### src/rtl/vga_pkg.sv
// Shared timing types, stock VGA modes and the config validity check for vga_timing_engine.
package vga_pkg;

    localparam int TIM_W = 12;

    typedef struct packed {
        logic [TIM_W-1:0] h_vis;
        logic [TIM_W-1:0] h_fp;
        logic [TIM_W-1:0] h_sp;
        logic [TIM_W-1:0] h_bp;
        logic [TIM_W-1:0] v_vis;
        logic [TIM_W-1:0] v_fp;
        logic [TIM_W-1:0] v_sp;
        logic [TIM_W-1:0] v_bp;
        logic             h_pol;
        logic             v_pol;
    } timing_t;

    localparam timing_t VGA_640X480_60 = '{
        h_vis: 12'd640, h_fp: 12'd16, h_sp: 12'd96, h_bp: 12'd48,
        v_vis: 12'd480, v_fp: 12'd10, v_sp: 12'd2,  v_bp: 12'd33,
        h_pol: 1'b0,    v_pol: 1'b0};

    localparam timing_t VGA_800X600_60 = '{
        h_vis: 12'd800, h_fp: 12'd40, h_sp: 12'd128, h_bp: 12'd88,
        v_vis: 12'd600, v_fp: 12'd1,  v_sp: 12'd4,   v_bp: 12'd23,
        h_pol: 1'b1,    v_pol: 1'b1};

    // Every field non-zero and both totals representable in TIM_W bits.
    function automatic logic timing_ok(input timing_t t);
        logic [TIM_W+1:0] ht, vt;
        ht = (TIM_W+2)'(t.h_vis) + (TIM_W+2)'(t.h_fp) + (TIM_W+2)'(t.h_sp) + (TIM_W+2)'(t.h_bp);
        vt = (TIM_W+2)'(t.v_vis) + (TIM_W+2)'(t.v_fp) + (TIM_W+2)'(t.v_sp) + (TIM_W+2)'(t.v_bp);
        return (t.h_vis != '0) && (t.h_fp != '0) && (t.h_sp != '0) && (t.h_bp != '0) &&
               (t.v_vis != '0) && (t.v_fp != '0) && (t.v_sp != '0) && (t.v_bp != '0) &&
               (ht[TIM_W+1:TIM_W] == 2'b00) && (vt[TIM_W+1:TIM_W] == 2'b00);
    endfunction

endpackage

### src/rtl/vga_axis_counter.sv
// One timing axis: wrapping coordinate counter with registered visible/pulse decode of the next coordinate.
module vga_axis_counter
    import vga_pkg::*;
#(
    parameter int CW = 12
) (
    input  logic          clk,
    input  logic          reset,
    input  logic          inc,
    input  logic [CW-1:0] vis_len,
    input  logic [CW-1:0] fp_len,
    input  logic [CW-1:0] sp_len,
    input  logic [CW-1:0] bp_len,
    output logic [CW-1:0] coord,
    output logic          wrap,
    output logic          vis,
    output logic          pulse
);

    logic [CW-1:0] coord_q, coord_d;
    logic [CW-1:0] total, sp_start, sp_end;
    logic          vis_q, pulse_q;

    assign total    = vis_len + fp_len + sp_len + bp_len;
    assign sp_start = vis_len + fp_len;
    assign sp_end   = sp_start + sp_len;
    assign wrap     = inc && (coord_q == total - 1'b1);

    always_comb begin
        coord_d = coord_q;
        if (inc) coord_d = wrap ? '0 : coord_q + 1'b1;
    end

    // Decode at coord 0 is always vis=1/pulse=0, so a timing swap on wrap cannot skew it.
    always_ff @(posedge clk or posedge reset) begin
        if (reset) begin
            coord_q <= '0;
            vis_q   <= 1'b1;
            pulse_q <= 1'b0;
        end else begin
            coord_q <= coord_d;
            vis_q   <= (coord_d < vis_len);
            pulse_q <= (coord_d >= sp_start) && (coord_d < sp_end);
        end
    end

    assign coord = coord_q;
    assign vis   = vis_q;
    assign pulse = pulse_q;

endmodule

### src/rtl/vga_timing_engine.sv
// Reprogrammable VGA timing generator; shadowed config applied at frame wrap.
// Optional frame counter output enabled by VGA_TIMING_FRAME_CNT_EN.
module vga_timing_engine
    import vga_pkg::*;
#(
    parameter int      CW         = 12,
    parameter int      IDX_W      = 20,
    parameter int      PIX_DIV    = 1,
    parameter timing_t DEF_TIMING = VGA_640X480_60
) (
    input  logic             clk,
    input  logic             reset,
    input  logic             cfg_valid,
    output logic             cfg_ready,
    input  timing_t          cfg,
    output logic             cfg_err,
    output logic             pix_en,
    output logic [CW-1:0]    h_coord,
    output logic [CW-1:0]    v_coord,
    output logic [IDX_W-1:0] idx,
    output logic             h_sync,
    output logic             v_sync,
    output logic             valid,
    output logic             line_start,
`ifdef VGA_TIMING_FRAME_CNT_EN
    output logic [15:0]      frame_cnt,
`endif
    output logic             frame_start
);

    localparam int DW = (PIX_DIV > 1) ? $clog2(PIX_DIV) : 1;

    logic [DW-1:0]    div_q, div_d;
    logic             adv;
    timing_t          tim_q, tim_d, shd_q, shd_d;
    logic             full_q, full_d, rdy_q, err_q, pe_q;
    logic             ls_q, ls_d, fs_q, fs_d;
    logic [IDX_W-1:0] idx_q, idx_d;
    logic             h_wrap, v_wrap, h_vis, v_vis, h_pulse, v_pulse;
    logic             frame_wrap, xfer, accept, apply;

    assign adv        = (div_q == DW'(PIX_DIV - 1));
    assign div_d      = adv ? '0 : div_q + 1'b1;
    assign frame_wrap = h_wrap && v_wrap;
    assign xfer       = cfg_valid && rdy_q;
    assign accept     = xfer && timing_ok(cfg);
    assign apply      = frame_wrap && full_q;

    vga_axis_counter #(.CW(CW)) u_h (
        .clk(clk), .reset(reset), .inc(adv),
        .vis_len(CW'(tim_q.h_vis)), .fp_len(CW'(tim_q.h_fp)),
        .sp_len(CW'(tim_q.h_sp)), .bp_len(CW'(tim_q.h_bp)),
        .coord(h_coord), .wrap(h_wrap), .vis(h_vis), .pulse(h_pulse));

    vga_axis_counter #(.CW(CW)) u_v (
        .clk(clk), .reset(reset), .inc(h_wrap),
        .vis_len(CW'(tim_q.v_vis)), .fp_len(CW'(tim_q.v_fp)),
        .sp_len(CW'(tim_q.v_sp)), .bp_len(CW'(tim_q.v_bp)),
        .coord(v_coord), .wrap(v_wrap), .vis(v_vis), .pulse(v_pulse));

    always_comb begin
        tim_d  = apply ? shd_q : tim_q;
        shd_d  = accept ? cfg : shd_q;
        full_d = accept || (full_q && !apply);
        idx_d  = idx_q;
        if (frame_wrap)         idx_d = '0;
        else if (adv && valid)  idx_d = idx_q + 1'b1;
        ls_d   = adv ? h_wrap : ls_q;
        fs_d   = adv ? frame_wrap : fs_q;
    end

    always_ff @(posedge clk or posedge reset) begin
        if (reset) begin
            div_q  <= '0;
            tim_q  <= DEF_TIMING;
            shd_q  <= '0;
            full_q <= 1'b0;
            rdy_q  <= 1'b0;
            err_q  <= 1'b0;
            pe_q   <= 1'b0;
            idx_q  <= '0;
            ls_q   <= 1'b1;
            fs_q   <= 1'b1;
        end else begin
            div_q  <= div_d;
            tim_q  <= tim_d;
            shd_q  <= shd_d;
            full_q <= full_d;
            rdy_q  <= !full_d;
            err_q  <= xfer && !timing_ok(cfg);
            pe_q   <= adv;
            idx_q  <= idx_d;
            ls_q   <= ls_d;
            fs_q   <= fs_d;
        end
    end

`ifdef VGA_TIMING_FRAME_CNT_EN
    logic [15:0] fcnt_q;
    always_ff @(posedge clk or posedge reset) begin
        if (reset)           fcnt_q <= '0;
        else if (frame_wrap) fcnt_q <= fcnt_q + 16'd1;
    end
    assign frame_cnt = fcnt_q;
`endif

    assign cfg_ready   = rdy_q;
    assign cfg_err     = err_q;
    assign pix_en      = pe_q;
    assign idx         = idx_q;
    assign valid       = h_vis && v_vis;
    assign h_sync      = ~(h_pulse ^ tim_q.h_pol);
    assign v_sync      = ~(v_pulse ^ tim_q.v_pol);
    assign line_start  = ls_q;
    assign frame_start = fs_q;

endmodule

### config.mk
export PLATFORM = sky130hd
export DESIGN_NAME = vga_timing_engine
export DESIGN_NICKNAME = d
export VERILOG_FILES = /design/src/rtl/vga_pkg.sv /design/src/rtl/vga_axis_counter.sv /design/src/rtl/vga_timing_engine.sv
export SDC_FILE = /design/constraint.sdc
export NUM_CORES = 1
export LEC_CHECK = 0
export CORE_MARGIN = 4
export CORE_UTILIZATION = 59
export CTS_CLUSTER_DIAMETER = 150
export DETAILED_ROUTE_END_ITERATION = 6
export HOLD_SLACK_MARGIN = 0.08
export PLACE_DENSITY = 0.92
export RECOVER_POWER = 100
export SETUP_SLACK_MARGIN = 0.02
export SYNTH_ARGS = -nofsm -noshare
export SYNTH_HDL_FRONTEND = slang
export SYNTH_SLANG_ARGS = --single-unit
export TNS_END_PERCENT = 20
### constraint.sdc
create_clock -name clk -period 8.3 [get_ports clk]
set_input_delay 0.83 -clock clk [delete_from_list [all_inputs] [get_ports clk]]
set_output_delay 0.83 -clock clk [all_outputs]
set_load 0.1 [all_outputs]
### Yosys cells after proc, flatten, opt, wreduce, memory -nomap -nowiden

Cells that the tools add are included.

* flip-flop bits (word level): 251
* bits in latches: 0
* bits in writable memories: 0
* bits in read-only memories: 0
* bits of input ports: 101
* output and inout bits: 52
* word-level logic and storage cells: 108
* memories kept: 0

* $add $sub $neg: 18
* multipliers: 0
* divide/modulo/power cells: 0
* order comparisons: 6
* eq/ne operators: 2
* shift operators: 0
* muxes and demuxes: 7
* bitwise logic cells: 5
* reduce and logical (&&, ||, !) cells: 36

Operator list (number)
* 12-bit nonzero test: 8
* 12-bit adder: 6
* 12-bit less-than comparator: 4
* 12-bit 2-to-1 mux: 4
* 20-bit 2-to-1 mux: 2
* 13-bit by 12-bit adder with 14-bit output: 2
* 14-bit by 12-bit adder with 14-bit output: 2
* 12-bit by 12-bit adder with 13-bit output: 2
* 12-bit by 1-bit adder with 12-bit output (second input constant): 2
* 12-bit equality test: 2
* 12-bit >= comparator: 2
* 12-bit by 1-bit subtractor with 12-bit output (second input constant): 2
* 1-bit logical AND: 21
* 20-bit by 1-bit adder with 20-bit output (second input constant): 1
* 2-bit zero test: 2
* 1-bit zero test: 3
* 1-bit NOT: 3
* 2-bit nonzero test: 1
* 1-bit XOR: 2
* 1-bit adder (second input constant): 1
* 1-bit logical OR: 1
* 1-bit 2-to-1 mux: 1

### Logic depth before layout (Yosys ltp)

* depth in word-level cells: 13
* gate-level depth with buffers: 40
* depth with buffers taken out: 39

### Hierarchy

From an unflattened synthesis, not the netlist that was laid out.

* cells, all modules: 1658
* area, all modules: 17345.4 um2

Modules (own cells, without submodules)
* vga_timing_engine: times used 1, cells an instance 819, area each 10729.0 um2, sequential area each 5577.8 um2
* vga_axis_counter at u_h: times used 1, cells an instance 420, area each 3325.7 um2, sequential area each 351.6 um2
* vga_axis_counter at u_v: times used 1, cells an instance 419, area each 3290.7 um2, sequential area each 351.6 um2

### Least setup slack after synthesis

Ideal clock, no wire load.

* path type: flip-flop to flip-flop
* start: register tim_q[74] (netlist name)
* end: register u_v.pulse_q (netlist: u_v.pulse)
* setup time: 0.119 ns
* arrival time: 6.589 ns
* required time: 8.181 ns
* path slack: 1.592 ns
* cell stages (with the launch flop): 38
* buffers on the path: 1
* period minus slack after synthesis: 6.708 ns
* path through: dfrtp_1 > ha_1 > inv_1 > fa_1 > nor2b_1 > o21ai_0 > nand2b_1 > a21o_1 > a21o_1 > xor2_1 > ha_1 > or4_4 > a31o_2 > a21oi_1 > xor2_1 > ha_1 > inv_1 > ha_1 > [... 2 more ...] > xnor2_1 > xnor2_1 > and4_1 > buf_2 > inv_1 > o31a_1 > ha_1 > nand2b_1 > a21o_1 > a21o_1 > a21o_1 > a21oi_1 > nor2b_1 > o21ai_0 > a21oi_1 > a2111oi_0 > nor3_1 > o21a_1

* longest elaborated chain between the ends: 11
* elaborated cells between the ends (all ways): 12
* those cells by class: add/sub: 4; order compare: 2; eq/ne: 1; mux: 2; reduce/logical: 3

Ends and longest elaborated chain
* from (decl): line vga_timing_engine.sv:35 `timing_t tim_q, tim_d, shd_q, shd_d;`
* from (signal assigned): line vga_timing_engine.sv:86 `tim_q <= tim_d;`
* 12-bit adder * (3 in series): line vga_axis_counter.sv:24 `assign total = vis_len + fp_len + sp_len + bp_len;`
* 12-bit by 1-bit subtractor with 12-bit output *: line vga_axis_counter.sv:27 `assign wrap = inc && (coord_q == total - 1'b1);`
* 12-bit equality test *: line vga_axis_counter.sv:27
* 1-bit logical AND *: line vga_axis_counter.sv:27
* 1-bit logical AND: line vga_axis_counter.sv:27
* 12-bit 2-to-1 mux: line vga_axis_counter.sv:31 `if (inc) coord_d = wrap ? '0 : coord_q + 1'b1;`
* 12-bit 2-to-1 mux *: line vga_axis_counter.sv:31
* 12-bit >= comparator or 12-bit less-than comparator (tied branches): line vga_axis_counter.sv:43 `pulse_q <= (coord_d >= sp_start) && (coord_d < sp_end);`
* 1-bit logical AND *: line vga_axis_counter.sv:43
* to (signal assigned): line vga_axis_counter.sv:43
* to (decl): line vga_axis_counter.sv:22 `logic vis_q, pulse_q;`

Mark *: on every way between the ends. The rest lies on a longest branch, timed or not.
A chain may end at the register's enable or synchronous reset.

### Worst setup path in the final report

* start: register tim_q[27] (netlist name)
* end: register u_v.pulse_q (netlist: u_v.pulse)

* longest elaborated chain between the ends: 10
* elaborated cells between the ends (all ways): 11
* those cells by class: add/sub: 4; order compare: 2; eq/ne: 1; mux: 2; reduce/logical: 2

Ends and longest elaborated chain
* 12-bit adder * (3 in series): line vga_axis_counter.sv:24
* 12-bit by 1-bit subtractor with 12-bit output *: line vga_axis_counter.sv:27
* 12-bit equality test *: line vga_axis_counter.sv:27
* 1-bit logical AND *: line vga_axis_counter.sv:27
* 12-bit 2-to-1 mux * (2 in series): line vga_axis_counter.sv:31
* named net u_v.coord_d[2]: line vga_axis_counter.sv:20 `logic [CW-1:0] coord_q, coord_d;`
* 12-bit >= comparator or 12-bit less-than comparator (tied branches): line vga_axis_counter.sv:43
* 1-bit logical AND *: line vga_axis_counter.sv:43

Mark *: on every way through the listed nets, which the timed path passes. The rest lies on a longest branch.

==> key figures <==
Placement
  – DP Wirelength: 33,000 um
  – Cell area after placement: 18,400 um^2
  – Routability Congestion: 0.938
  – Number of buffers added on ports: 152

Clocking
  – CTS Hold Buffers Added: 0
  – Count of clock tree sinks: 250
  – Largest buffer count on any clock path: 3
  – Clock tree root buffer cell: sky130_fd_sc_hd__clkbuf_16
  – Source-to-sink clock delay at the later pin of the worst-skew pair: 0.56 ns
  – H-tree depth: 1
  – Clock tree from TritonCTS: done
  – Register clock-pin slew on the reported worst setup and hold paths: about 0.070 ns
  – Number of CTS-inserted buffers: 27

Floorplan
  – Vertical die dimension: 175 um
  – Core area: 27,200 um^2
  – DIE AREA: 30,600 um^2
  – Die boundary width: 175 um
  – Site Rows: 60
  – Initial Util: 0.605
  – IO Pins: approximately 150

Drt
  – Via density per instance: 6.14
  – Drc violations: 0
  – Pre-Repair DR Iteration Count: 7
  – Initial detailed-routing violation count: 967
  – Routed wirelength normalized by instance count: 22.1 um
  – DR vias: 12,426
  – WL final: between 40,000 and 50,000 um
  – Routed Antenna Nets: 0

STA
  – Ratio of final minimum period to clock period: 0.922
  – Worst clock skew: 0.0305 ns
  – Final setup TNS: 0 ns
  – Worst slew pin tran: 4.13 ns
  – RSZ-0062 raised after global routing: no
  – Worst slew margin relative to its limit: -1.77
  – Hold Violations, Final: 0
  – Max Slew Vio Count: 356
  – Smallest hold slack: between 0.4 and 0.5 ns
  – Total setup violations reported at the end of the flow: 0
  – Highest clock frequency the design can meet: 131 MHz
  – Min cycle time layout: 7.65 ns

Yosys
  – #FFs+latches synth: 250
  – Synth Warn #: 0
  – EDFF count, synth: 0
  – Top cells by area in the synthesized netlist: sky130_fd_sc_hd__dfrtp_1 (35%), sky130_fd_sc_hd__ha_1 (13%), sky130_fd_sc_hd__mux2_2 (12%), sky130_fd_sc_hd__fa_1 (6.3%), sky130_fd_sc_hd__inv_1 (3.3%)
  – Mapped cell area: 16,400 um^2
  – Most frequently used flop master after synthesis: sky130_fd_sc_hd__dfrtp_1
  – Proportion of netlist area held by the largest area contributor: 0.350
  – Proportion of synthesized chip area in sequential cells: 0.382
  – Instance count of the mapped netlist: about 1,500
  – Cell type with the highest aggregate area in the netlist: sky130_fd_sc_hd__dfrtp_1
  – Synthesized area per cell: 11.2 um^2
  – Share of flip-flops with an asynchronous set or reset: 1.00
  – Most common library cells after synthesis: sky130_fd_sc_hd__dfrtp_1 (230), sky130_fd_sc_hd__ha_1 (177), sky130_fd_sc_hd__mux2_2 (177)
  – Top-count cell post-synth: sky130_fd_sc_hd__dfrtp_1
  – Post-synth net total: roughly 1,800
  – Cell variety after synth: 70

Finish
  – Antenna cell count: 0
  – # nets final: between 1,500 and 2,000
  – Syn-to-layout area delta: 17.2%
  – Fraction of layout cells with a size suffix above 1: 0.163
  – Summed area of non-filler cells in the final layout: 19,300 um^2
  – Fill cell instance count of the final layout: around 1,700

Critical path
  – Cell mode on critical path: sky130_fd_sc_hd__o21ai_0
  – Required time worst endpoint: between 8 and 9 ns
  – Cell at the slowest stage of the critical path: sky130_fd_sc_hd__dfstp_2
  – Launching point of the worst reg2reg path: tim_q[27]$_DFFE_PP1P_
  – Worst setup path startpoint: tim_q[27]$_DFFE_PP1P_
  – Crit end category: register
  – Arrival time at the worst endpoint: a little over 8 ns
  – Highest net fanout along the worst path: 4
  – Path type of the worst setup path: register to register
  – Stage delay of the slowest cell on the critical path: 0.55 ns
  – Reg2reg setup slack: 0.65 ns
  – Startpoint type of the worst setup path: register

Power
  – Static leakage: 0.00933 uW
  – Total power density per cell area: 177 nW/um^2
  – Max rail drop VDD: about 0.00018 V
  – Post-route total power: approximately 3400 uW

Worst hold path
  – Start point of the worst min-delay path: shd_q[32]$_DFFE_PP0P_
  – Classification of the worst-slack hold path: register to register

Run
  – Max capacitance violation total: 5

Outcome
  – Violated checks: capacitance limit, slew limit
  – Result of the run: complete, but fails checks

Global route
  – Pin count of the biggest net entering global routing: 91
  – Wire length of the first global-routing pass: 71,100 um
  – All-layer global routing usage: 0.290
  – Initial antenna violation count: 1
  – Residual overflow from global routing: 0
  – Vias in the first global route: 13,275
==> report_power, final <==
| part | total, uW | switching [uW] | internal, uW |
|---|---|---|---|
| logic | 542 | 253 | 290 |
| registers | 1580 | 146 | 1440 |
| clock network | 1290 | 544 | 749 |
| total | 3420 | 943 | 2480 |
==> final timing paths <==
path                                                 to  cells past startpoint
worst max register to register      u_v.pulse$_DFF_PP0_                     37
min in group asynchronous        u_v.coord[8]$_DFF_PP0_                      2
worst min-delay path              tim_q[32]$_DFFE_PP0P_                      1
worst max-delay path                u_v.pulse$_DFF_PP0_                     37
max in group asynchronous       u_h.coord[11]$_DFF_PP0_                      3
worst min register to register    tim_q[32]$_DFFE_PP0P_                      1
==> layer usage <==
layer,part of all wire,global-route usage
met1,0.40,0.383
met2,0.47,0.475
met3,0.081,0.0545
met4,0.043,0.117
met5,0.00029,0
==> timing repair <==
item / in CTS / in global routing
buffers inserted: 0 / 0
setup endpoints to repair: 0 / 1
gates resized for setup: 0 / 3
==> kinds of logic (layout without fill, tap and decap cells) <==
logic type / count (synthesis) / count (layout) / synth area share
buffers and inverters: 176 / 356 / 0.0418
adder cells (fa/ha/maj): 229 / 229 / 0.198
other: 1 / 1 / 0.000228
XOR/XNOR: 120 / 120 / 0.0662
flip-flops: 250 / 250 / 0.382
AO/OA/AOI/OAI: 213 / 213 / 0.0851
multiplexers: 199 / 199 / 0.136
AND/OR/NAND/NOR: 283 / 283 / 0.0908
==> stage by stage <==
stage | setup slack, ns | utilization | cells
floorplan | 0.631 | - | 1471
global placement | 1.04 | 0.676 | 1973
detailed placement | 0.793 | 0.676 | 1973
CTS | 0.693 | 0.711 | 2023
global route | 0.0744 | 0.710 | 2023
finish | 0.649 | 0.710 | 2023
==> area by class of cell <==
| cell class | instances | area (um^2) | share of cell area |
|---|---|---|---|
| repair buffers | 160 | 1570 | 0.0812 |
| multi-input cells | 1045 | 9490 | 0.492 |
| inverters | 146 | 549 | 0.0285 |
| flip-flops and latches | 250 | 6280 | 0.326 |
| well taps | 372 | 465 | 0.0241 |
| clock buffers | 33 | 718 | 0.0372 |
| clock inverters | 17 | 219 | 0.0114 |
==> registers in the layout, summed over array words and instances (netlist names), 12 cells and up <==
name       flops
idx           20
shd_q         98
tim_q         98
u_h.coord     12
u_v.coord     12
==> cells in the final DEF (no fill, tap or decap), drive strengths merged, types with 5 or more instances in the layout <==
| master | count |
|---|---|
| a2111oi | 5 |
| a211oi | 12 |
| a21o | 42 |
| a21oi | 62 |
| and3 | 14 |
| clkbuf | 39 |
| clkdlybuf4s50 | 98 |
| clkinvlp | 6 |
| dfrtp | 230 |
| dfstp | 20 |
| dlygate4sd3 | 54 |
| fa | 52 |
| ha | 177 |
| inv | 150 |
| mux2 | 197 |
| nand2 | 38 |
| nand2b | 16 |
| nand3 | 31 |
| nand4 | 26 |
| nor2 | 77 |
| nor2b | 14 |
| nor3 | 11 |
| nor4 | 31 |
| o211ai | 8 |
| o21a | 8 |
| o21ai | 48 |
| o21bai | 5 |
| xnor2 | 63 |
| xor2 | 55 |
==> worst max-delay path: cells and delay by family, from the launching register on <==
kind / cells / cell delay (ns)
AO/OA/AOI/OAI: 16 / 2.81
XOR/XNOR: 3 / 0.84
adder cells (fa/ha/maj): 5 / 1.47
buffers and inverters: 3 / 0.34
flip-flops: 1 / 0.55
multiplexers: 1 / 0.30
AND/OR/NAND/NOR: 9 / 1.23
Power figures use the tool's default switching activity.
==> patch: new RTL, same settings <==
`CW` is set to 12 in 2 places; all go to 13.
--- a/src/rtl/vga_axis_counter.sv
+++ b/src/rtl/vga_axis_counter.sv
@@ -2,7 +2,7 @@
 module vga_axis_counter
     import vga_pkg::*;
 #(
-    parameter int CW = 12
+    parameter int CW = 13
 ) (
     input  logic          clk,
     input  logic          reset,
--- a/src/rtl/vga_timing_engine.sv
+++ b/src/rtl/vga_timing_engine.sv
@@ -3,7 +3,7 @@
 module vga_timing_engine
     import vga_pkg::*;
 #(
-    parameter int      CW         = 12,
+    parameter int      CW         = 13,
     parameter int      IDX_W      = 20,
     parameter int      PIX_DIV    = 1,
     parameter timing_t DEF_TIMING = VGA_640X480_60
Interface: changed (resized h_coord and v_coord); port bits go from 153 to 155. No check against the original RTL was run, so the function may have changed too.
==> patch against the original RTL <==
The run still ends with capacitance limit, slew limit left; power fell by 0.24%; area after synthesis rose by 2.5%; routed wire length is 1.4% higher; register-to-register slack worse by 0.06 ns; non-clock buffer count is 5 higher; final area up 1.6%; sequential cell count is 2 higher; worst setup slack worse by 0.30 ns; largest cell class unchanged.
==> patch: results (changes against the original RTL) <==
complex-gate fraction of the synthesized area=0.0810 (-0.00410); Worst R2R Path Depth=36 (-2.7%); Hold Crit Endpoint=tim_q[85]$_DFFE_PP0P_; Avg WL per Cell=21.8 um (-1.1%); DP Area=0.0188 mm2 (+2.3%); routability cong.=0.988 (+5.3%); layout cells sized above 1=0.146 (-0.0168); Pleak=9.46 nW (+1.5%); failing checks=capacitance limit, slew limit; Worst VDD drop=0.185 mV (+0.23%); CTS H-tree depth=1 (unchanged); pre-CTS setup slack=0.757 ns (-0.0359 ns); Worst path max stage delay=2.21 ns (+1.66 ns); Max clock buf depth=3 (unchanged); largest net degree at the start of global routing=104 (+14%); Reg-to-Reg Start=tim_q[86]$_DFFE_PP0P_; first-pass GRT wire length=72100 um (+1.3%); Max Cap Viol=4 (-1); Crit path arrival time=8.37 ns (+0.27 ns); CTS buffer count=28 (+3.7%); gr usage total=0.289 (-0.000749); sequential area share after synthesis=0.375 (-0.00644); slew margin rel.=-2.09 (-0.321); FF-to-FF setup slack=0.59 ns (-0.06 ns); status=finished with violations; Nets=2018 (+3.0%); Synth Area in Adders=0.203 (+0.00477); mux cell area share after synthesis=0.137 (+0.000432); vias per cell=6.21 (+1.2%); Fillers=1796 (+3.7%); vias in the first global route=13700 (+2.9%); top cells by count, synth=dfrtp_1 (232), ha_1 (190), mux2_2 (176), inv_1 (148), nor2_1 (92); Yosys warning total=0 (unchanged); Inserted Diodes=0 (unchanged); HP Start=shd_q[85]$_DFFE_PP0P_; Max FO, Critical Path=63 (+59); input/output buffers=154 (+1.3%); syn_nets=1855 (+3.0%); post-synthesis xor/xnor area fraction=0.0680 (+0.00186); synth top area cells=dfrtp_1 (34%), ha_1 (14%), mux2_2 (12%), fa_1 (6.2%), xnor2_1 (4.0%); hold crit path type=flop to flop; Critical R2R Capture=u_v.vis$_DFF_PP1_; drt first-iter violations=1065 (+10%); Critical-path top delay cell=and3_1; Final HPWL DP=33800 um (+2.7%); Setup-failing EPs final=0 (unchanged); Slew Limit Fails=321 (-9.8%); Switching Share=0.275 (-0.00131); post-synthesis cell type count=57 (-19%); initial antenna violation count=0 (-1); Setup Skew=0.0184 ns (-0.0121 ns)
patch: changes by cell type after synthesis, sizes merged, moves of 11 or more:
cell	change
nor2	+15
nand2	-14
o21a	+16
xnor2	+14
o21ai	-13
nor3	+11
ha	+13
patch: area by class of cell:
type / count / area (um2) / share of cell area
Clock buffer: 44 / 812 / 0.0414
Inverter: 148 / 557 / 0.0284
Multi-Input combinational cell: 1080 / 9750 / 0.497
Timing Repair Buffer: 165 / 1610 / 0.0820
Clock inverter: 8 / 77.6 / 0.00396
Tap cell: 378 / 473 / 0.0241
Sequential cell: 252 / 6330 / 0.323
patch: logic make-up (layout without fill, tap and decap cells):
family | after synthesis | count (layout)
AO/OA/AOI/OAI | 205 | 205
XOR/XNOR | 131 | 131
adder cells (fa/ha/maj) | 242 | 242
buffers and inverters | 180 | 365
flip-flops | 252 | 252
multiplexers | 198 | 198
other | 1 | 1
AND/OR/NAND/NOR | 303 | 303
patch: worst max-delay path, delay by kind of cell:
family	cells	cell delay [ns]
muxes	1	0.43
AOI/OAI and AO/OA	4	1.71
buffers and inverters	2	1.50
adders and majority gates	3	1.14
and+or+nand+nor	2	2.73
patch: timing repair:
item | in CTS | in global routing
setup buffers | 0 | 3
hold endpoints to repair | 0 | 0
setup endpoints to repair | 0 | 1
patch: metrics by stage:
stage,hold WS (ns),cells
after floorplan,0.461,1512
after detailed placement,0.492,2020
after CTS,0.500,2072
final,0.500,2075
after global placement,0.482,2020
after global routing,0.515,2075
patch: layer usage:
| layer | wire, um | share of wire | up-vias | global-route usage |
|---|---|---|---|---|
| met5 | 0 | 0 | - | 0 |
| li1 | - | - | 5639 | - |
| met4 | 1960 | 0.043 | 0 | 0.111 |
| met3 | 3560 | 0.079 | 175 | 0.0451 |
| met2 | 21300 | 0.47 | 669 | 0.477 |
| met1 | 18500 | 0.41 | 6413 | 0.387 |
patch: worst max path at each step:
stage	from	end	cells after the start	slack, ns
2_1_floorplan	reset	cfg_err$_DFF_PP0_	1	0.57
5_1_grt	reset	shd_q[7]$_DFFE_PP0P_	3	0.12
3_5_place_dp	tim_q[86]$_DFFE_PP0P_	u_v.vis$_DFF_PP1_	34	0.76
3_3_place_gp	tim_q[86]$_DFFE_PP0P_	u_v.pulse$_DFF_PP0_	36	1.17
4_1_cts	tim_q[86]$_DFFE_PP0P_	u_v.vis$_DFF_PP1_	34	0.74
6_report	cfg[72]	shd_q[55]$_DFFE_PP0P_	12	0.35
patch: power by group through the flow:
stage | registers [mW] | logic [mW] | clock network (mW)
floorplan | 1.60 | 0.347 | 0
global route | 1.65 | 0.612 | 1.27
CTS | 1.63 | 0.568 | 1.22
finish | 1.64 | 0.560 | 1.22
detailed placement | 1.64 | 0.551 | 0
global placement | 1.61 | 0.507 | 0
